**config.mk**
```make
export PLATFORM = sky130hd
export DESIGN_NAME = uart_tx_fifo
export DESIGN_NICKNAME = d
export VERILOG_FILES = /design/src/rtl/uart_tx_fifo.sv
export SDC_FILE = /design/constraint.sdc
export NUM_CORES = 1
export LEC_CHECK = 0
export CAP_MARGIN = 20
export CELL_PAD_IN_SITES_DETAIL_PLACEMENT = 1
export CELL_PAD_IN_SITES_GLOBAL_PLACEMENT = 2
export CORE_AREA = 2 2 182 130
export DETAILED_ROUTE_END_ITERATION = 7
export DIE_AREA = 0 0 184 132
export PLACE_DENSITY_LB_ADDON = 0.05
export SETUP_SLACK_MARGIN = 0.5
export SYNTH_ARGS = -nofsm -noshare
export SYNTH_HDL_FRONTEND = slang
export SYNTH_SLANG_ARGS = --single-unit
```
**constraint.sdc**
```tcl
create_clock -name clk -period 3.41 [get_ports clk]
set_input_delay 0.8525 -clock clk [delete_from_list [all_inputs] [get_ports clk]]
set_output_delay 0.8525 -clock clk [all_outputs]
set_load 0.1 [all_outputs]
```
**src/rtl/uart_tx_fifo.sv**
```systemverilog
// UART transmitter with a write-side FIFO, runtime baud divisor, oversampled bit timing,
// selectable parity and line-break generation.
module uart_tx_fifo #(
    parameter int unsigned FIFO_DEPTH = 16,
    parameter int unsigned OVERSAMPLE = 16,
    parameter int unsigned DIV_WIDTH  = 16
) (
    input  logic                          clk,
    input  logic                          reset,
    input  logic [DIV_WIDTH-1:0]          baud_div,
    input  logic [1:0]                    data_bit_num,
    input  logic                          stop_bit_num,
    input  logic                          parity_en,
    input  logic [1:0]                    parity_type,
    input  logic                          break_req,
    input  logic                          cts_n,
    input  logic [7:0]                    wr_data,
    input  logic                          wr_valid,
    output logic                          wr_ready,
    output logic [$clog2(FIFO_DEPTH):0]   fifo_count,
    output logic                          tx,
    output logic                          busy,
    output logic                          tx_done
);

    localparam int unsigned AW = $clog2(FIFO_DEPTH);
    localparam int unsigned CW = AW + 1;
    localparam int unsigned TW = (OVERSAMPLE > 1) ? $clog2(OVERSAMPLE) : 1;

    typedef enum logic [2:0] {
        StIdle, StStart, StData, StParity, StStop1, StStop2, StBreak
    } state_e;

    logic [7:0]           mem_q [FIFO_DEPTH];
    logic [AW-1:0]        wptr_q, rptr_q;
    logic [CW-1:0]        count_q, count_d;
    logic                 push, pop;

    state_e               state_q;
    logic [DIV_WIDTH-1:0] div_lat_q, div_cnt_q;
    logic [TW-1:0]        tick_q;
    logic [7:0]           data_q;
    logic [2:0]           last_idx_q, bit_idx_q, next_idx;
    logic                 par_en_q, stop2_q, frame_q, tx_q, done_q;
    logic [1:0]           par_type_q;
    logic                 div_tick, bit_end, par_xor, parity_bit;
    logic [7:0]           data_masked;

    assign wr_ready   = (count_q < CW'(FIFO_DEPTH));
    assign push       = wr_valid && wr_ready;
    // Break outranks a pending pop, and cts_n only matters while idle.
    assign pop        = (state_q == StIdle) && !break_req && !cts_n && (count_q != '0);
    assign fifo_count = count_q;
    assign tx         = tx_q;
    assign tx_done    = done_q;
    assign busy       = (state_q != StIdle) || (count_q != '0);

    always_comb begin
        count_d = count_q;
        if (push && !pop) begin
            count_d = count_q + 1'b1;
        end else if (!push && pop) begin
            count_d = count_q - 1'b1;
        end
    end

    always_ff @(posedge clk) begin
        if (push) begin
            mem_q[wptr_q] <= wr_data;
        end
    end

    always_ff @(posedge clk) begin
        if (reset) begin
            wptr_q  <= '0;
            rptr_q  <= '0;
            count_q <= '0;
        end else begin
            if (push) wptr_q <= wptr_q + 1'b1;
            if (pop)  rptr_q <= rptr_q + 1'b1;
            count_q <= count_d;
        end
    end

    assign div_tick    = (div_cnt_q == div_lat_q);
    assign bit_end     = div_tick && (tick_q == TW'(OVERSAMPLE - 1));
    assign next_idx    = bit_idx_q + 3'd1;
    assign data_masked = data_q & (8'hFF >> (3'd7 - last_idx_q));
    assign par_xor     = ^data_masked;

    always_comb begin
        parity_bit = 1'b0;
        unique case (par_type_q)
            2'b00: parity_bit = ~par_xor;
            2'b01: parity_bit = par_xor;
            2'b10: parity_bit = 1'b1;
            2'b11: parity_bit = 1'b0;
            default: parity_bit = 1'b0;
        endcase
    end

    always_ff @(posedge clk) begin
        if (reset) begin
            state_q    <= StIdle;
            tx_q       <= 1'b1;
            done_q     <= 1'b0;
            div_lat_q  <= '0;
            div_cnt_q  <= '0;
            tick_q     <= '0;
            data_q     <= '0;
            last_idx_q <= '0;
            bit_idx_q  <= '0;
            par_en_q   <= 1'b0;
            par_type_q <= '0;
            stop2_q    <= 1'b0;
            frame_q    <= 1'b0;
        end else begin
            done_q <= 1'b0;
            if (div_tick) begin
                div_cnt_q <= '0;
                tick_q    <= (tick_q == TW'(OVERSAMPLE - 1)) ? '0 : tick_q + 1'b1;
            end else begin
                div_cnt_q <= div_cnt_q + 1'b1;
            end
            case (state_q)
                StIdle: begin
                    tx_q      <= 1'b1;
                    div_cnt_q <= '0;
                    tick_q    <= '0;
                    if (break_req) begin
                        state_q   <= StBreak;
                        tx_q      <= 1'b0;
                        frame_q   <= 1'b0;
                        div_lat_q <= baud_div;
                    end else if (pop) begin
                        state_q    <= StStart;
                        tx_q       <= 1'b0;
                        frame_q    <= 1'b1;
                        data_q     <= mem_q[rptr_q];
                        div_lat_q  <= baud_div;
                        last_idx_q <= {1'b1, data_bit_num};
                        par_en_q   <= parity_en;
                        par_type_q <= parity_type;
                        stop2_q    <= stop_bit_num;
                        bit_idx_q  <= '0;
                    end
                end
                StBreak: begin
                    div_cnt_q <= '0;
                    tick_q    <= '0;
                    if (!break_req) begin
                        state_q <= StStop1;
                        tx_q    <= 1'b1;
                    end
                end
                StStart: begin
                    if (bit_end) begin
                        state_q <= StData;
                        tx_q    <= data_q[0];
                    end
                end
                StData: begin
                    if (bit_end) begin
                        if (bit_idx_q == last_idx_q) begin
                            state_q <= par_en_q ? StParity : StStop1;
                            tx_q    <= par_en_q ? parity_bit : 1'b1;
                        end else begin
                            bit_idx_q <= next_idx;
                            tx_q      <= data_q[next_idx];
                        end
                    end
                end
                StParity: begin
                    if (bit_end) begin
                        state_q <= StStop1;
                        tx_q    <= 1'b1;
                    end
                end
                StStop1: begin
                    if (bit_end) begin
                        // A break's trailing mark is a single stop bit with no completion pulse.
                        if (frame_q && stop2_q) begin
                            state_q <= StStop2;
                        end else begin
                            state_q <= StIdle;
                            done_q  <= frame_q;
                        end
                    end
                end
                StStop2: begin
                    if (bit_end) begin
                        state_q <= StIdle;
                        done_q  <= 1'b1;
                    end
                end
                default: state_q <= StIdle;
            endcase
        end
    end

endmodule

```
==> flow_summary.yaml, run 1 <==
routing:
  drc_errors: 0
  ant_nets: 0
  first_pass_iters: 4
  vias: 5333
  viasPerCell: 5.26
  drt_iter0_markers: 410
  wirelength_um: 20900
  wl_per_cell_um: 20.6
finish:
  layout_common_cells: "128 x edfxtp_1, 68 x nor2_1, 68 x dfxtp_1, 51 x nand2_1, 43 x buf_4"
  fillCellCount: 2268
  fin_nets: 760
  final_common_cell: "edfxtp_1"
  diodes: 0
  layout-drive-gt1-share_pct: 20.1
  synthToLayoutAreaGrowth_pct: 18.8
run:
  maxCapViolations: 0
timing:
  drv_slew: 0
  setup_tns_ns: 0
  hold_slack_ns: 0.481
  max_slew.worst_pin.slew_ns: 0.811
  finClkSkew_ns: 0.0172
  finalCriticalPeriod_ns: 2.81
  slew_headroom_pct: 45.5
  max_freq_mhz: 355
  hold_violations: 0
  fin_crit_sh_pct: 82.5
  setup_violations: 0
  grt_setup_unrepaired: "no"
grt:
  overflow: 0
  grt_pass1_vias: 5744
  grtUsageTotal_pct: 18.1
  antenna_found_initial: 0
  grt_pass1_wl_um: 33700
  grt_max_degree: 53
worst_setup_path:
  path_max_fanout: 4
  path_class: "input pin to flip-flop"
  crit_start: "cts_n"
  cp-end-kind: "flip-flop"
  critical_path_required_ns: 3.79
  cp.arrival_ns: 3.19
  cp-start-kind: "input pin"
  r2r_start: "fifo_count[1]$_SDFFE_PP0P_"
worst_hold_path:
  holdCritStartpoint: "par_type_q[1]$_SDFFE_PP0P_"
  hold_class: "flip-flop to flip-flop"
die:
  die_x_um: 184
  die_y_um: 132
  io_pins: 44
  core.rowCount: 46
  start_util_pct: 38.6
  core_sq_um: 22400
  dieArea_sq_um: 24300
run_status:
  status: "complete, no violations"
pwr:
  leakagePower_nw: 3.43
  ir_drop_mv: 0.644
  power_mw: 7.52
  powerDensity_nw_per_um2: 731
clocking:
  clock_path_buffers: 3
  cts-hold-fix-buffers: 0
  cts_sinks: 201
  htreeDepth: 1
  clk_pin_slew_ns: 0.06
  root_buffer: "clkbuf_16"
  cts_tree: "done"
  clk_latency_ns: 0.51
  numCtsBuffers: 22
yosys:
  ys_warn_count: 0
  synthDistinctLibCells: 57
  avgSynthCellArea_sq_um: 13.4
  syn_area_sq_um: 8670
  async_flop_share_pct: 0
  yosysSeqAreaShare_pct: 61.2
  ys_seq_elements: 201
  synth_fp_nets: 693
  synth_cells: 645
  synthFlopType: "edfxtp_1"
  synth-edff-count: 128
place:
  io_buffers: 43
  place.gp.congestion: 0.732
  hpwl_um: 14700
## layout make-up
cell class	instances	area (sq um)	share of cell area, %
Clock buffer	24	558	5.42
Clock inverter	14	135	1.31
Inverter	15	62.6	0.607
Multi-Input combinational cell	395	3210	31.2
Sequential cell	201	5320	51.6
Tap cell	288	360	3.50
Timing Repair Buffer	77	658	6.39
## report_power, final
group	switching, mW	total, mW	internal (mW)
registers	0.226	3.03	2.80
logic	1.31	2.21	0.907
clock network	0.950	2.28	1.33
total	2.48	7.52	5.04
## repair_timing
| action | 4_1_cts | 5_1_grt |
|---|---|---|
| setup buffers | 0 | 1 |
| resized for setup | 0 | 7 |
| setup endpoints to repair | 1 | 1 |
| pin swaps | 1 | 2 |
## flip-flops by register name, indices dropped and copies added (netlist names), 2 cells and up
signal      flops
mem_q         128
div_cnt_q      16
div_lat_q      16
data_q          8
fifo_count      5
rptr_q          4
tick_q          4
wptr_q          4
bit_idx_q       3
last_idx_q      3
state_q         3
par_type_q      2
## synth_stat cells, types with 3 or more instances
cell type | count | area (sq um)
edfxtp_1 | 128 | 3840
dfxtp_1 | 73 | 1460
nor2_1 | 69 | 259
nand2_1 | 51 | 191
mux4_2 | 42 | 946
a21oi_1 | 37 | 185
xnor2_1 | 30 | 263
clkbuf_1 | 21 | 78.8
mux2i_1 | 21 | 210
xor2_1 | 15 | 131
inv_1 | 14 | 52.6
ha_1 | 12 | 150
o21ai_0 | 12 | 60.1
nand3_1 | 11 | 55.1
nor3_1 | 10 | 50.1
nand4_1 | 7 | 43.8
and3_1 | 6 | 37.5
buf_2 | 6 | 30.0
nor2b_1 | 6 | 37.5
a31oi_1 | 5 | 31.3
o21a_1 | 5 | 37.5
or3_1 | 5 | 31.3
buf_4 | 4 | 30.0
nand2b_1 | 4 | 25.0
o2111ai_1 | 4 | 35.0
or4_1 | 4 | 30.0
buf_1 | 3 | 11.3
or2_2 | 3 | 18.8
## worst max-delay path: stages
cell and delay (ns):
clkdlybuf4s50_1 0.44, a21oi_4 0.14, and3b_2 0.24, inv_4 0.06, ha_4 0.17, inv_2 0.09, ha_4 0.21, nor2b_1 0.15
o21a_1 0.18, or3_1 0.32, a21oi_2 0.17, xnor2_1 0.13, nor2_1 0.05
## metal layers
| layer | GRT usage (%) | up-vias | part of all wire [%] | wire [um] |
|---|---|---|---|---|
| li1 | - | 2528 | - | - |
| met3 | 2.46 | 24 | 4.9 | 1020 |
| met1 | 28.9 | 2696 | 50 | 10500 |
| met4 | 3.51 | 0 | 1.7 | 364 |
| met2 | 26.4 | 85 | 43 | 9010 |
| met5 | 0 | - | 0 | 0 |
## per-stage QoR
step / cells / utilization (%) / setup slack (ns) / cell area (sq um)
floorplan: 645 / - / -0.0168 / 8720
global placement: 975 / 42.6 / 0.0636 / 9570
detailed placement: 975 / 42.6 / -0.0136 / 9570
CTS: 1013 / 45.7 / 0.503 / 10300
global route: 1014 / 45.9 / 0.500 / 10300
finish: 1014 / 45.9 / 0.596 / 10300
## cells by family (layout without fill, tap and decap cells)
| group | count (synthesis) | after routing | synth area share, % |
|---|---|---|---|
| buffers and inverters | 49 | 130 | 2.38 |
| DFF | 201 | 201 | 61.2 |
| muxes | 65 | 65 | 13.6 |
| AOI/OAI and AO/OA | 81 | 81 | 5.69 |
| xor gates and xnor gates | 46 | 46 | 4.73 |
| and+or+nand+nor | 190 | 190 | 10.4 |
| adders and majority gates | 13 | 13 | 1.96 |
## path summary, 6_finish.rpt
kind / endpoint / slack [ns] / cells after the start
worst max register to register: fifo_count[4]$_SDFFE_PP0P_ / 0.67 / 14
worst max-delay path: fifo_count[4]$_SDFFE_PP0P_ / 0.60 / 13
worst min register to register: par_type_q[1]$_SDFFE_PP0P_ / 0.48 / 2
worst min-delay path: par_type_q[1]$_SDFFE_PP0P_ / 0.48 / 2
(Power assumes the default switching activity.)
==> run 2, diff against run 1 <==
clock period = 2.5 ns   (was 3.41 ns; I/O delays follow)
==> run 2 against run 1 <==
Against the previous run:
- the flow now finishes with violations (negative setup slack)
- sequential share of layout area fell by 2.1 points
- register-to-register slack got worse by 0.71 ns
- core utilization rose by 2.3 points
- die area did not move
- critical endpoint unchanged
- wire length rose by 2.1%
- cell count rose by 2.4%
==> flow_summary.yaml, run 2 (synthesis results as in run 1) <==
run_status:
  status: "finished, violations left"
  violations: "negative setup slack"
routing:
  drc_errors: 0
  wirelength_um: 21300
  viasPerCell: 5.34
  first_pass_iters: 4
  wl_per_cell_um: 20.5
  vias: 5538
  drt_iter0_markers: 258
  ant_nets: 0
timing:
  hold_violations: 0
  drv_slew: 0
  fin_crit_sh_pct: 102
  slew_headroom_pct: 55.4
  grt_setup_unrepaired: "yes"
  setup_violations: 1
  layout_setup_ws_ns: -0.0403
  max_freq_mhz: 394
  max_slew.worst_pin.slew_ns: 0.667
  hold_slack_ns: 0.452
  finalCriticalPeriod_ns: 2.54
  finClkSkew_ns: 0.0177
clocking:
  htreeDepth: 1
  clock_path_buffers: 3
  cts-hold-fix-buffers: 0
  cts_tree: "done"
  cts_sinks: 201
  clk_latency_ns: 0.51
  clk_pin_slew_ns: 0.06
  numCtsBuffers: 21
  root_buffer: "clkbuf_16"
worst_setup_path:
  path_max_fanout: 2
  cp-start-kind: "flip-flop"
  cp.arrival_ns: 2.90
  reg2reg_slack_ns: -0.04
  cp-end-kind: "flip-flop"
  path_class: "flip-flop to flip-flop"
  critical_path_required_ns: 2.86
die:
  die_y_um: 132
  io_pins: 44
  core_sq_um: 22400
  die_x_um: 184
  core.rowCount: 46
  dieArea_sq_um: 24300
  start_util_pct: 38.6
finish:
  largest_register: "mem_q"
  synthToLayoutAreaGrowth_pct: 24.7
  largest_reg_flops: 128
  fillCellCount: 2267
  finalNonFillerCells: 1038
  layout-drive-gt1-share_pct: 29.5
  diodes: 0
  final_common_cell: "edfxtp_1"
  fin_nets: 783
  layout_common_cells: "128 x edfxtp_1, 63 x nor2_1, 52 x buf_4, 48 x dfxtp_1, 47 x nand2_1"
  top_regs: "mem_q (128), div_cnt_q (16), div_lat_q (16)"
place:
  place.gp.congestion: 0.716
  hpwl_um: 14800
  io_buffers: 43
  place_inst: 988
pwr:
  power_mw: 10.7
  leakagePower_nw: 3.63
  ir_drop_mv: 0.443
  powerDensity_nw_per_um2: 993
grt:
  grt_pass1_vias: 5812
  grt_max_degree: 52
  overflow: 0
  grtUsageTotal_pct: 18.2
  antenna_found_initial: 0
  grt_pass1_wl_um: 33700
worst_hold_path:
  hold_class: "flip-flop to flip-flop"
run:
  maxCapViolations: 0
[run 2: cell count changes in the layout (fill, tap and decap cells not counted), moves of 4 or more]
cell and change:
nand2_2 +4, nor3_2 +4, o21ai_0 -4, nor2_1 -5, dfxtp_4 +4, nand2_1 -4
dfxtp_2 +16, buf_12 +9, dfxtp_1 -20, nor3_1 -5, buf_4 +9
[run 2: worst paths after layout]
path	start	endpoint	depth (start not counted)
worst min register to register	div_cnt_q[0]$_SDFF_PP0_	div_cnt_q[0]$_SDFF_PP0_	1
worst min-delay path	div_cnt_q[0]$_SDFF_PP0_	div_cnt_q[0]$_SDFF_PP0_	1
worst max register to register	fifo_count[0]$_SDFFE_PP0P_	fifo_count[4]$_SDFFE_PP0P_	14
worst max-delay path	fifo_count[0]$_SDFFE_PP0P_	fifo_count[4]$_SDFFE_PP0P_	14
[run 2: per-stage QoR]
step | TNS, ns | setup WS [ns] | util, % | area, sq um
after global routing | -0.310 | -0.179 | 48.2 | 10800
after global placement | -1.10 | -0.543 | 43.7 | 9810
after CTS | -0.164 | -0.164 | 47.3 | 10600
final | -0.0403 | -0.0403 | 48.2 | 10800
after detailed placement | -1.29 | -0.618 | 43.7 | 9810
after floorplan | -2.66 | -0.924 | - | 8770
[run 2: area by class of cell]
| cell class | count | area [sq um] | share of cell area, % |
|---|---|---|---|
| well taps | 288 | 360 | 3.33 |
| clock buffers | 25 | 541 | 5.00 |
| repair buffers | 101 | 993 | 9.19 |
| clock inverters | 13 | 96.3 | 0.891 |
| flip-flops and latches | 201 | 5350 | 49.5 |
| inverters | 15 | 65.1 | 0.602 |
| multi-input cells | 395 | 3410 | 31.5 |
[run 2: timing repair]
action	4_1_cts	5_1_grt
buffers inserted	6	5
hold endpoints to repair	0	0
gates cloned	0	1
pin swaps	24	20
endpoints found under the setup margin	20	35
resized for setup	34	40
[run 2: where the power goes]
part | total [mW] | internal [mW] | switching [mW]
Sequential | 4.08 | 3.83 | 0.252
Clock | 2.95 | 1.65 | 1.29
Combinational | 3.72 | 1.67 | 2.04
[run 2: layer usage]
metal	part of all wire [%]	wire (um)	vias up	global-route usage, %
met5	0	0	-	0
met4	1.7	365	0	3.87
met3	5.0	1070	24	3.87
met2	42	8990	87	25.8
met1	51	10900	2849	28.4
li1	-	-	2578	-
[run 2: critical path, stage by stage (launching register included)]
cell and delay, ns:
dfxtp_2 0.32, nor4_2 0.25, buf_4 0.16, a21oi_4 0.05
and3b_2 0.22, clkinv_4 0.06, ha_4 0.13, inv_2 0.05
ha_4 0.21, nor2b_4 0.12, o21a_1 0.17, or3_1 0.32
a21oi_2 0.15, xnor2_1 0.13, nor2_1 0.05
==> run 3, diff against run 2 <==
--- a/config.mk
+++ b/config.mk
@@ -12,5 +12,5 @@
 export DETAILED_ROUTE_END_ITERATION = 7
 export DIE_AREA = 0 0 184 132
-export PLACE_DENSITY_LB_ADDON = 0.05
+export PLACE_DENSITY = 0.72
 export SETUP_SLACK_MARGIN = 0.5
 export SYNTH_ARGS = -nofsm -noshare
==> constraint.sdc (replaced) <==
create_clock -name clk -period 2.5 [get_ports clk]
set_input_delay 0.625 -clock clk [delete_from_list [all_inputs] [get_ports clk]]
set_output_delay 0.625 -clock clk [all_outputs]
set_load 0.005 [all_outputs]
==> run 3 against run 2 <==
Against the previous run:
- clock power rose by 12%
- cell count rose by 1.4%
- critical path depth did not move
- first-iteration DRC count rose by 17%
- wire length rose by 2.9%
- global-route usage rose by 0.31 points
- register-to-register slack barely moved
- sequential cell count did not move
- the run still ends with negative setup slack left
- via count rose by 0.13%
- core utilization rose by 1.4 points
- power rose by 1.2%
- worst setup slack improved by 0.010 ns
- critical path type unchanged
==> flow_summary.yaml, run 3 (synthesis results as in run 1) <==
routing:
  viasPerCell: 5.27
  vias: 5545
  wirelength_um: 21900
  first_pass_iters: 4
  drt_iter0_markers: 302
  wl_per_cell_um: 20.8
  drc_errors: 0
  ant_nets: 0
run:
  maxCapViolations: 0
worst_setup_path:
  cp-start-kind: "flip-flop"
  path_max_fanout: 3
  cp.arrival_ns: 2.94
  path_class: "flip-flop to flip-flop"
  crit_start: "fifo_count[3]$_SDFFE_PP0P_"
  critical_path_required_ns: 2.91
  r2r_start: "fifo_count[3]$_SDFFE_PP0P_"
  cp-end-kind: "flip-flop"
die:
  core.rowCount: 46
  core_sq_um: 22400
  dieArea_sq_um: 24300
  die_x_um: 184
  die_y_um: 132
  io_pins: 44
  start_util_pct: 38.6
pwr:
  p_sw_mw: 3.27
  p_clk_share_pct: 30.2
  leakagePower_nw: 3.79
  powerDensity_nw_per_um2: 977
  combinationalPowerShare_pct: 32.4
  switching_share_pct: 30.1
  ir_drop_mv: 0.569
  seq_power_share_pct: 37.4
  p_int_mw: 7.60
place:
  dpl_worst_slack_ns: -0.550
  hpwl_um: 14100
  place_inst: 987
  io_buffers: 43
  place.gp.congestion: 0.769
finish:
  largest_register: "mem_q"
  finalNonFillerCells: 1053
  synthToLayoutAreaGrowth_pct: 28.4
  top_regs: "mem_q (128), div_cnt_q (16), div_lat_q (16)"
  layout_common_cells: "128 x edfxtp_1, 66 x nor2_1, 49 x buf_4, 48 x dfxtp_1, 45 x nand2_1"
  fin_nets: 796
  final_common_cell: "edfxtp_1"
  largest_reg_flops: 128
  layout-drive-gt1-share_pct: 31.2
worst_hold_path:
  hold_class: "flip-flop to flip-flop"
  holdCritStartpoint: "div_cnt_q[0]$_SDFF_PP0_"
run_status:
  status: "finished, violations left"
  violations: "negative setup slack"
timing:
  finClkSkew_ns: 0.0290
  max_slew.worst_pin.slew_ns: 0.671
  drv_slew: 0
  setup_violations: 1
  layout_setup_ws_ns: -0.0299
  slew_headroom_pct: 55.2
  grt_setup_unrepaired: "yes"
  fin_crit_sh_pct: 101
  max_freq_mhz: 395
  hold_violations: 0
  finalCriticalPeriod_ns: 2.53
clocking:
  cts-hold-fix-buffers: 0
  clk_pin_slew_ns: 0.07
  root_buffer: "clkbuf_16"
  cts_tree: "done"
  htreeDepth: 1
  numCtsBuffers: 22
  clk_latency_ns: 0.52
  cts_sinks: 201
  clock_path_buffers: 3
grt:
  grt_max_degree: 36
  grt_pass1_wl_um: 34400
  antenna_found_initial: 0
  grt_pass1_vias: 5870
  overflow: 0
  grtUsageTotal_pct: 18.5
run 3: changes by cell type in the layout (fill, tap and decap cells not counted), moves of 4 or more:
cell,delta
a21oi_1,-8
a21oi_2,+9
buf_12,-4
buf_6,+8
run 3: layout make-up:
type                       instances  area, sq um
antenna                            1         2.50
clock buffer                      26          566
multi-input combinational        395         3480
timing repair buffer             113         1150
tap                              288          360
fill                            2271        11300
inverter                          15         63.8
sequential                       201         5350
clock inverter                    14          159
run 3: worst paths after layout:
path | to | slack, ns | cells past startpoint
setup / recovery | fifo_count[4]$_SDFFE_PP0P_ | -0.03 | 14
hold / removal | div_cnt_q[0]$_SDFF_PP0_ | 0.49 | 1
setup reg to reg | fifo_count[4]$_SDFFE_PP0P_ | -0.03 | 14
hold reg to reg | div_cnt_q[0]$_SDFF_PP0_ | 0.49 | 1
run 3: repair_timing:
| action | CTS | global route |
|---|---|---|
| pin swaps | 21 | 29 |
| endpoints found under the setup margin | 26 | 36 |
| setup buffers | 6 | 14 |
| resized for setup | 49 | 56 |
| gates cloned | 2 | 3 |
run 3: power by group through the flow:
stage	registers (mW)	logic, mW	clock network [mW]
6_report	4.07	3.52	3.29
2_1_floorplan	4.05	1.86	0
3_3_place_gp	4.07	2.76	0
4_1_cts	4.06	3.06	3.34
3_5_place_dp	4.09	2.84	0
5_1_grt	4.11	3.80	3.48
run 3: critical path, cell delays in order, from the launching register on:
cell,delay (ns)
dfxtp_2,0.33
nor4_4,0.25
buf_4,0.15
a21oi_2,0.05
and3b_2,0.22
clkinv_4,0.07
ha_4,0.14
inv_4,0.04
ha_4,0.22
nor2b_4,0.13
o21a_1,0.18
or3_4,0.33
a21oi_2,0.14
xnor2_1,0.12
nor2_1,0.06
run 3: stage by stage:
| stage | util (%) | instance area [sq um] | setup TNS, ns | power, mW | hold WS [ns] |
|---|---|---|---|---|---|
| floorplan | - | 8800 | -0.359 | 5.92 | 0.446 |
| global placement | 43.6 | 9780 | -1.21 | 6.83 | 0.468 |
| detailed placement | 43.6 | 9780 | -1.37 | 6.93 | 0.476 |
| CTS | 47.8 | 10700 | -0.160 | 10.5 | 0.481 |
| global route | 49.6 | 11100 | -0.187 | 11.4 | 0.509 |
| finish | 49.6 | 11100 | -0.0299 | 10.9 | 0.486 |
run 3: per-layer routing:
| layer | global-route usage (%) | vias to the layer above | wire (um) |
|---|---|---|---|
| met5 | 0 | - | 0 |
| met3 | 3.18 | 29 | 954 |
| met2 | 27.8 | 100 | 10000 |
| met4 | 4.04 | 0 | 368 |
| met1 | 28.0 | 2812 | 10600 |
| li1 | - | 2604 | - |
